===== src/rtl/tlb_op_controller.sv =====
`default_nettype none
// ============================================================================
// Module      : tlb_op_controller
// Description : Write-back stage sequencer for TLBP / TLBR / TLBWI. Holds WB
//               (op_done is its ready-go) while it drives the shared TLB
//               search/read/write port and the CP0 update strobes in a fixed
//               REQ -> WAIT -> DONE order.
//               Optional feature macro: TLB_REFETCH_EN (refetch request from
//               op_pc + 4 after TLBR/TLBWI).
// Revision    : 1.0 - initial release
// ============================================================================
module tlb_op_controller #(
  parameter int TLB_INDEX_WIDTH = 4
) (
  input  logic                       clock,
  input  logic                       reset,
  input  logic                       op_valid,
  input  logic [1:0]                 op_kind,
  input  logic [31:0]                op_pc,
  input  logic                       abort,
  input  logic [31:0]                cp0_entryhi,
  input  logic [TLB_INDEX_WIDTH-1:0] cp0_index,
  output logic                       tlb_search_valid,
  output logic [18:0]                tlb_search_vpn2,
  output logic [7:0]                 tlb_search_asid,
  input  logic                       tlb_search_hit,
  input  logic [TLB_INDEX_WIDTH-1:0] tlb_search_index,
  output logic                       tlb_read_valid,
  output logic [TLB_INDEX_WIDTH-1:0] tlb_read_index,
  output logic                       tlb_write_valid,
  output logic [TLB_INDEX_WIDTH-1:0] tlb_write_index,
  output logic                       cp0_probe_we,
  output logic [31:0]                cp0_probe_data,
  output logic                       cp0_tlbr_we,
  output logic                       op_done,
  output logic                       busy,
  output logic                       refetch_valid,
  output logic [31:0]                refetch_pc
);

  localparam logic [1:0] KIND_NONE  = 2'b00;
  localparam logic [1:0] KIND_TLBP  = 2'b01;
  localparam logic [1:0] KIND_TLBR  = 2'b10;
  localparam logic [1:0] KIND_TLBWI = 2'b11;

  typedef enum logic [1:0] {
    IDLE = 2'd0,
    REQ  = 2'd1,
    WAIT = 2'd2,
    DONE = 2'd3
  } state_t;

  state_t                     state_q;
  logic [1:0]                 kind_q;
  logic [18:0]                vpn2_q;
  logic [7:0]                 asid_q;
  logic [TLB_INDEX_WIDTH-1:0] index_q;

  logic search_valid_q;
  logic read_valid_q;
  logic write_valid_q;
  logic probe_we_q;
  logic tlbr_we_q;
  logic op_done_q;

`ifdef TLB_REFETCH_EN
  logic [31:0] pc_q;
  logic        refetch_valid_q;
  logic [31:0] refetch_pc_q;
`endif

  // Sequencer: state, operand latches and one-cycle strobes, all registered so
  // every strobe is a clean decode of the state being entered.
  always_ff @(posedge clock) begin
    if (reset) begin
      state_q        <= IDLE;
      kind_q         <= KIND_NONE;
      vpn2_q         <= '0;
      asid_q         <= '0;
      index_q        <= '0;
      search_valid_q <= 1'b0;
      read_valid_q   <= 1'b0;
      write_valid_q  <= 1'b0;
      probe_we_q     <= 1'b0;
      tlbr_we_q      <= 1'b0;
      op_done_q      <= 1'b0;
`ifdef TLB_REFETCH_EN
      pc_q            <= '0;
      refetch_valid_q <= 1'b0;
      refetch_pc_q    <= '0;
`endif
    end else begin
      // Strobes are single-cycle; they are re-armed only on state entry.
      search_valid_q <= 1'b0;
      read_valid_q   <= 1'b0;
      write_valid_q  <= 1'b0;
      probe_we_q     <= 1'b0;
      tlbr_we_q      <= 1'b0;
      op_done_q      <= 1'b0;
`ifdef TLB_REFETCH_EN
      refetch_valid_q <= 1'b0;
      refetch_pc_q    <= '0;
`endif
      case (state_q)
        IDLE: begin
          if (op_valid && !abort) begin
            kind_q  <= op_kind;
            vpn2_q  <= cp0_entryhi[31:13];
            asid_q  <= cp0_entryhi[7:0];
            index_q <= cp0_index;
`ifdef TLB_REFETCH_EN
            pc_q    <= op_pc;
`endif
            if (op_kind == KIND_NONE) begin
              // Nothing to sequence: release WB on the next cycle.
              state_q   <= DONE;
              op_done_q <= 1'b1;
            end else begin
              state_q        <= REQ;
              search_valid_q <= (op_kind == KIND_TLBP);
              read_valid_q   <= (op_kind == KIND_TLBR);
            end
          end
        end
        REQ: begin
          // Requests issued in REQ are side-effect free, so a late abort can
          // still cancel cleanly before any architectural update.
          if (abort) begin
            state_q <= IDLE;
          end else begin
            state_q       <= WAIT;
            probe_we_q    <= (kind_q == KIND_TLBP);
            tlbr_we_q     <= (kind_q == KIND_TLBR);
            write_valid_q <= (kind_q == KIND_TLBWI);
          end
        end
        WAIT: begin
          // Updates are committed in WAIT; abort is no longer honoured.
          state_q   <= DONE;
          op_done_q <= 1'b1;
`ifdef TLB_REFETCH_EN
          if (kind_q == KIND_TLBR || kind_q == KIND_TLBWI) begin
            refetch_valid_q <= 1'b1;
            refetch_pc_q    <= pc_q + 32'd4;
          end
`endif
        end
        DONE: begin
          state_q <= IDLE;
        end
        default: begin
          state_q <= IDLE;
        end
      endcase
    end
  end

  assign tlb_search_valid = search_valid_q;
  assign tlb_search_vpn2  = vpn2_q;
  assign tlb_search_asid  = asid_q;
  assign tlb_read_valid   = read_valid_q;
  assign tlb_read_index   = index_q;
  assign tlb_write_valid  = write_valid_q;
  assign tlb_write_index  = index_q;
  assign cp0_probe_we     = probe_we_q;
  assign cp0_tlbr_we      = tlbr_we_q;
  assign op_done          = op_done_q;
  assign busy             = (state_q != IDLE);

  // The probe result arrives from the TLB during WAIT, so the Index value is
  // formed from it directly while the (registered) write enable is high.
  assign cp0_probe_data = !probe_we_q     ? 32'h0000_0000 :
                          tlb_search_hit  ? {{(32-TLB_INDEX_WIDTH){1'b0}}, tlb_search_index} :
                                            32'h8000_0000;

  // EntryHi bits between VPN2 and ASID carry no meaning for the probe.
  logic unused_inputs;
`ifdef TLB_REFETCH_EN
  assign refetch_valid = refetch_valid_q;
  assign refetch_pc    = refetch_pc_q;
  assign unused_inputs = ^cp0_entryhi[12:8];
`else
  assign refetch_valid = 1'b0;
  assign refetch_pc    = 32'h0000_0000;
  assign unused_inputs = ^{cp0_entryhi[12:8], op_pc};
`endif

endmodule
`default_nettype wire


===== config.mk =====
export PLATFORM = sky130hd
export DESIGN_NAME = tlb_op_controller
export DESIGN_NICKNAME = d
export VERILOG_FILES = /design/src/rtl/tlb_op_controller.sv
export SDC_FILE = /design/constraint.sdc
export NUM_CORES = 1
export LEC_CHECK = 0
export CORE_MARGIN = 5
export CORE_UTILIZATION = 36
export CTS_CLUSTER_SIZE = 25
export DETAILED_ROUTE_END_ITERATION = 10
export GPL_ROUTABILITY_DRIVEN = 0
export PLACE_DENSITY_LB_ADDON = 0.25
export SLEW_MARGIN = 5
export SYNTH_ARGS = -nofsm -noshare
export SYNTH_HDL_FRONTEND = slang
export SYNTH_SLANG_ARGS = --single-unit

===== constraint.sdc =====
create_clock -name clock -period 2.7 [get_ports clock]
set_input_delay 0.54 -clock clock [delete_from_list [all_inputs] [get_ports clock]]
set_output_delay 0.54 -clock clock [all_outputs]
set_load 0.02 [all_outputs]

After elaboration in Yosys (flattened, before gate mapping)
Index checks and enable logic that the tools add are counted.
{"block": "classes", "eq_ne": 9, "mux": 9, "n_bitwise": 3, "reduce_logical": 8}
{"cell": "$mux W32", "count": 2}
{"cell": "$eq A2 B2 Y1 const B", "count": 5}
{"cell": "$pmux W2 S4", "count": 1}
{"cell": "$eq A2 B1 Y1 const B", "count": 3}
{"cell": "$mux W2", "count": 3}
{"cell": "$logic_not A2 Y1", "count": 2}
{"cell": "$reduce_or A4 Y1", "count": 1}
{"cell": "$not A1 Y1", "count": 3}
{"cell": "$reduce_or A3 Y1", "count": 1}
{"cell": "$mux W1", "count": 2}
{"cell": "$ne A2 B2 Y1 const B", "count": 1}
{"cell": "$pmux W1 S2", "count": 1}
{"cell": "$reduce_and A2 Y1", "count": 1}
{"cell": "$reduce_bool A2 Y1", "count": 1}
{"cell": "$logic_and A1 B1 Y1", "count": 1}
{"cell": "$logic_not A1 Y1", "count": 1}
{"block": "word_totals", "ff_bits": 41, "inputBits": 79, "word_cells": 40}

Longest topological paths before layout
Gate-level depths: netlist of run 1.
{"block": "depth", "word_depth": 4, "ltp_mapped": 4, "depth_no_buf": 2}

Worst setup path before layout of run 1
Ideal clock, no wire load.
{"block": "synth_timing", "kind": "input to output", "startpoint": "in tlb_search_hit", "endpoint": "out cp0_probe_data[31]", "arrival_time_ps": 844, "required_ps": 2160, "path_slack_ps": 1316, "cell_stages": 1, "cell_sequence": "nor2b_1"}
{"block": "synth_via", "elab_chain_len": 2}
{"item": "start, declared", "line": "26", "source": "input logic tlb_search_hit,"}
{"item": "$mux W32", "line": "173", "source": "tlb_search_hit ? {{(32-TLB_INDEX_WIDTH){1'b0}}, tlb_search_index} :"}
{"item": "$mux W32", "line": "172", "source": "assign cp0_probe_data = !probe_we_q ? 32'h0000_0000 :"}
{"item": "end, declared", "line": "33", "source": "output logic [31:0] cp0_probe_data,"}
Every way passes these cells.

Worst setup path in the final report of run 1
{"block": "layout_timing", "startpoint": "in tlb_search_hit", "endpoint": "out cp0_probe_data[2]"}
Same word-level chain as after synthesis.

==> results of run 1 <==
## Yosys cell counts (all sizes together)
cell	count	share of area
inv	1	0.0016
and4bb	2	0.011
a211oi	1	0.0032
clkbuf	7	0.011
dfxtp	41	0.35
nor2b	2	0.0054
or3b	1	0.0038
and3b	2	0.0076
nor2	2	0.0032
mux2i	33	0.14
mux2	1	0.0049
o21a	2	0.0065
nor4b	3	0.014
and3	5	0.013
nand2b	66	0.18
buf	68	0.24
conb	1	0.0016
## report_power, final
group | internal (W) | total [W] | switching [W]
Sequential | 0.000634 | 0.000653 | 0.0000190
Clock | 0.000179 | 0.000381 | 0.000202
Combinational | 0.000157 | 0.000339 | 0.000182
Total | 0.000970 | 0.00137 | 0.000404
## cell families (layout without fill, tap and decap cells)
logic type      Yosys count  in the layout  synth area share
flops                    41             41             0.354
simple gates             83             83             0.236
mux                      34             34             0.147
buf+inv                  76            101             0.251
compound gates            3              3           0.00971
other cells               1             60           0.00162
## flip-flops by register name (all words and copies together), names as in the netlist
register and flops:
tlb_read_index 4, op_done 1, tlb_search_vpn2 19, tlb_search_asid 8
kind_q 2, tlb_read_valid 1, tlb_write_valid 1, state_q 2
cp0_tlbr_we 1, tlb_search_valid 1, cp0_probe_we 1
## worst max path at each step
stage                     cells past startpoint  slack (ns)           start                  to
after floorplan                               1        1.32  tlb_search_hit  cp0_probe_data[31]
after detailed placement                      3        0.32  tlb_search_hit   cp0_probe_data[2]
after CTS                                     3        0.32  tlb_search_hit   cp0_probe_data[2]
after global routing                          3        0.26  tlb_search_hit   cp0_probe_data[2]
after global placement                        3        0.33  tlb_search_hit   cp0_probe_data[2]
final                                         3        0.34  tlb_search_hit   cp0_probe_data[2]
## cell usage in the layout (no fill, tap or decap), drive strengths merged
master | synthesis | routed
nor2 | 2 | 2
and3b | 2 | 2
dfxtp | 41 | 41
o21a | 2 | 2
inv | 1 | 1
clkdlybuf4s50 | 0 | 88
or3b | 1 | 1
conb | 1 | 60
nand2b | 66 | 66
and3 | 5 | 5
clkbuf | 7 | 6
a211oi | 1 | 1
clkinv | 0 | 2
and4bb | 2 | 2
nor2b | 2 | 2
mux2 | 1 | 1
nor4b | 3 | 3
buf | 68 | 4
mux2i | 33 | 33
## area by class of cell
| class | instances | area [um2] | area share |
|---|---|---|---|
| clock inverters | 2 | 10.0 | 0.00327 |
| inverters | 1 | 3.75 | 0.00123 |
| repair buffers | 92 | 911 | 0.298 |
| multi-input cells | 180 | 1150 | 0.374 |
| well taps | 77 | 96.3 | 0.0315 |
| clock buffers | 6 | 72.6 | 0.0237 |
| flip-flops and latches | 41 | 821 | 0.268 |
## layer usage
layer,vias to the layer above,routed length [um],GRT usage
met3,6,682,0.0642
met5,-,0,0
met2,90,2050,0.175
met4,0,51,0.0298
met1,701,1740,0.111
li1,802,-,-
## worst max-delay path, stage by stage
cell and delay, ns:
clkdlybuf4s50_1 0.52, and3_1 0.17, clkdlybuf4s50_1 0.60
## per-stage QoR
stage          area, um2  total power, W  worst slack (ns)
2_1_floorplan       2540        0.000947              1.32
3_3_place_gp        2980         0.00100             0.334
3_5_place_dp        2980         0.00101             0.322
4_1_cts             3060         0.00140             0.318
5_1_grt             3060         0.00145             0.264
6_report            3060         0.00137             0.337
==> impl.org, run 1 <==
** Outcome
- Outcome :: finished clean

** CTS
- Count of instances resized after the clock tree is built :: 0
- Count of H-tree levels built during CTS :: 2
- The clock reaches the later pin of the worst-skew pair after 0.29 ns.
- Counting every sink on the clock net gives 41.
- Clock transition at the registers of the reported paths :: 0.08 ns
- The tree is rooted in a clkbuf_8.
- No sink is reached through more buffers than the 2 on the longest clock path.
- TritonCTS clock tree :: built
- Clock tree synthesis inserted a total of 5 buffers.
- Number of buffers inserted to repair setup after CTS :: 0
- Quantity of hold-fixing buffers added after cts :: 0

** Hold path
- In this run the most critical hold path is launched from tlb_search_vpn2[5].
- Min-Delay Path Class :: reg2reg
- Endpoint of the worst hold path :: tlb_search_vpn2[5]
- Along the worst hold path, the cell count comes to 2.

** Finish
- P&R area growth vs syn :: 32.0%
- Count of filler cells inserted in the layout :: 614
- Count of placed standard cells in the final layout, fillers left out :: 399
- Fin util :: 0.485
- The number of antenna diodes in the final layout is 0.
- The net count of the finished layout is 400.
- Of the cells placed in the final design, the portion with a size suffix greater than 1 is 0.0497.

** STA
- Post-Route Setup TNS :: 0 ns
- Setup violations remaining at the end of the flow were counted as 0.
- The worst path needs 2.36 ns of the cycle, external delays included.
- The clock arrives with 0.00886 ns of skew.
- The tightest hold path in the finished design has a slack of 0.475 ns.
- The hold violation count in the final report was 0.
- Derived from the worst setup path, the maximum achievable clock frequency is 0.423 GHz.
- The final max-slew violation count is 0.
- Unrepaired setup endpoints after global routing :: false
- Of the available clock period, the critical path in the final layout requires 0.875.

** Floorplan
- Site Rows :: 29
- The region available for standard cell placement spans 6310 um2.
- In this run the count of I/O pins placed on the die edge is 186.
- Chip width :: 90.3 um
- The die covers 8150 um2.
- Initial standard-cell utilization of the core :: 0.367
- The die is 90.3 um tall.

** Critical path
- Crit Path Max Fanout :: 5
- Worst Path Arrival :: 1.82 ns
- Data on the critical path is required at its endpoint by 2.16 ns.
- STA classifies the critical path startpoint as a primary input.
- The number of cells on the worst reg-to-reg path is 3.
- Across all register-to-register paths, the minimum setup slack is 1.29 ns.
- The worst setup path is captured at an output pin.
- FF-to-FF End :: tlb_search_valid
- The worst setup path is of the in2out kind.
- Worst R2R Start :: state_q[1]

** Power
- Highest ir drop seen on vdd :: 210 uV
- Static Leakage :: 1.24 nW
- Dividing total power by cell area gives a power density of 449 nW/um2.

** Drt
- After detailed routing, the number of remaining DRC violations is 0.
- After detailed routing, the average wire length per cell comes to 11.3 um.
- TritonRoute pass-1 iters :: 4
- Final WL :: 4.52 mm
- Via/cell ratio :: 4.01
- Post-DRT Antenna Nets :: 0
- The detailed router placed 1,599 vias in this run.
- 1st-iter DRT viols :: 41

** Placed design
- Dpl cells :: 391
- During placement, the flow inserted port buffers numbering 88.
- The wire-length estimate of the detail-placed layout is 3.43 mm.

** Synthesis
- Number of warnings issued by yosys :: 0
- Of the synthesized area, sequential elements account for 0.354.
- Post-Synthesis Mean Instance Area :: 9.74 um2
- After synthesis, the netlist uses 20 different library cells.
- Yosys reg bits :: 41
- Summing every instance area after synthesis gives 2320 um2.
- Post-Syn Instances :: 238

** GRT
- In the global route stage, overall resource usage came out at 0.105.
- The first global-routing pass estimated 7.24 mm of wire.
- The number of global-route vias before repair came to 1,503.
- Number of antenna violations at the first check in global routing :: 0
- Global routing finished with a remaining overflow of 0.
- Maximum number of pins on one net before global-route repair :: 52

** Flow run
- Max Cap Violations :: 0
Note: power is estimated with default switching activity, not from simulation.
==> run 2: changes to the inputs <==
Settings changed: SLEW_MARGIN 5 to not set.
==> results of run 2 <==
Same layout as run 1: the final DEF is identical, and so are final timing and power.
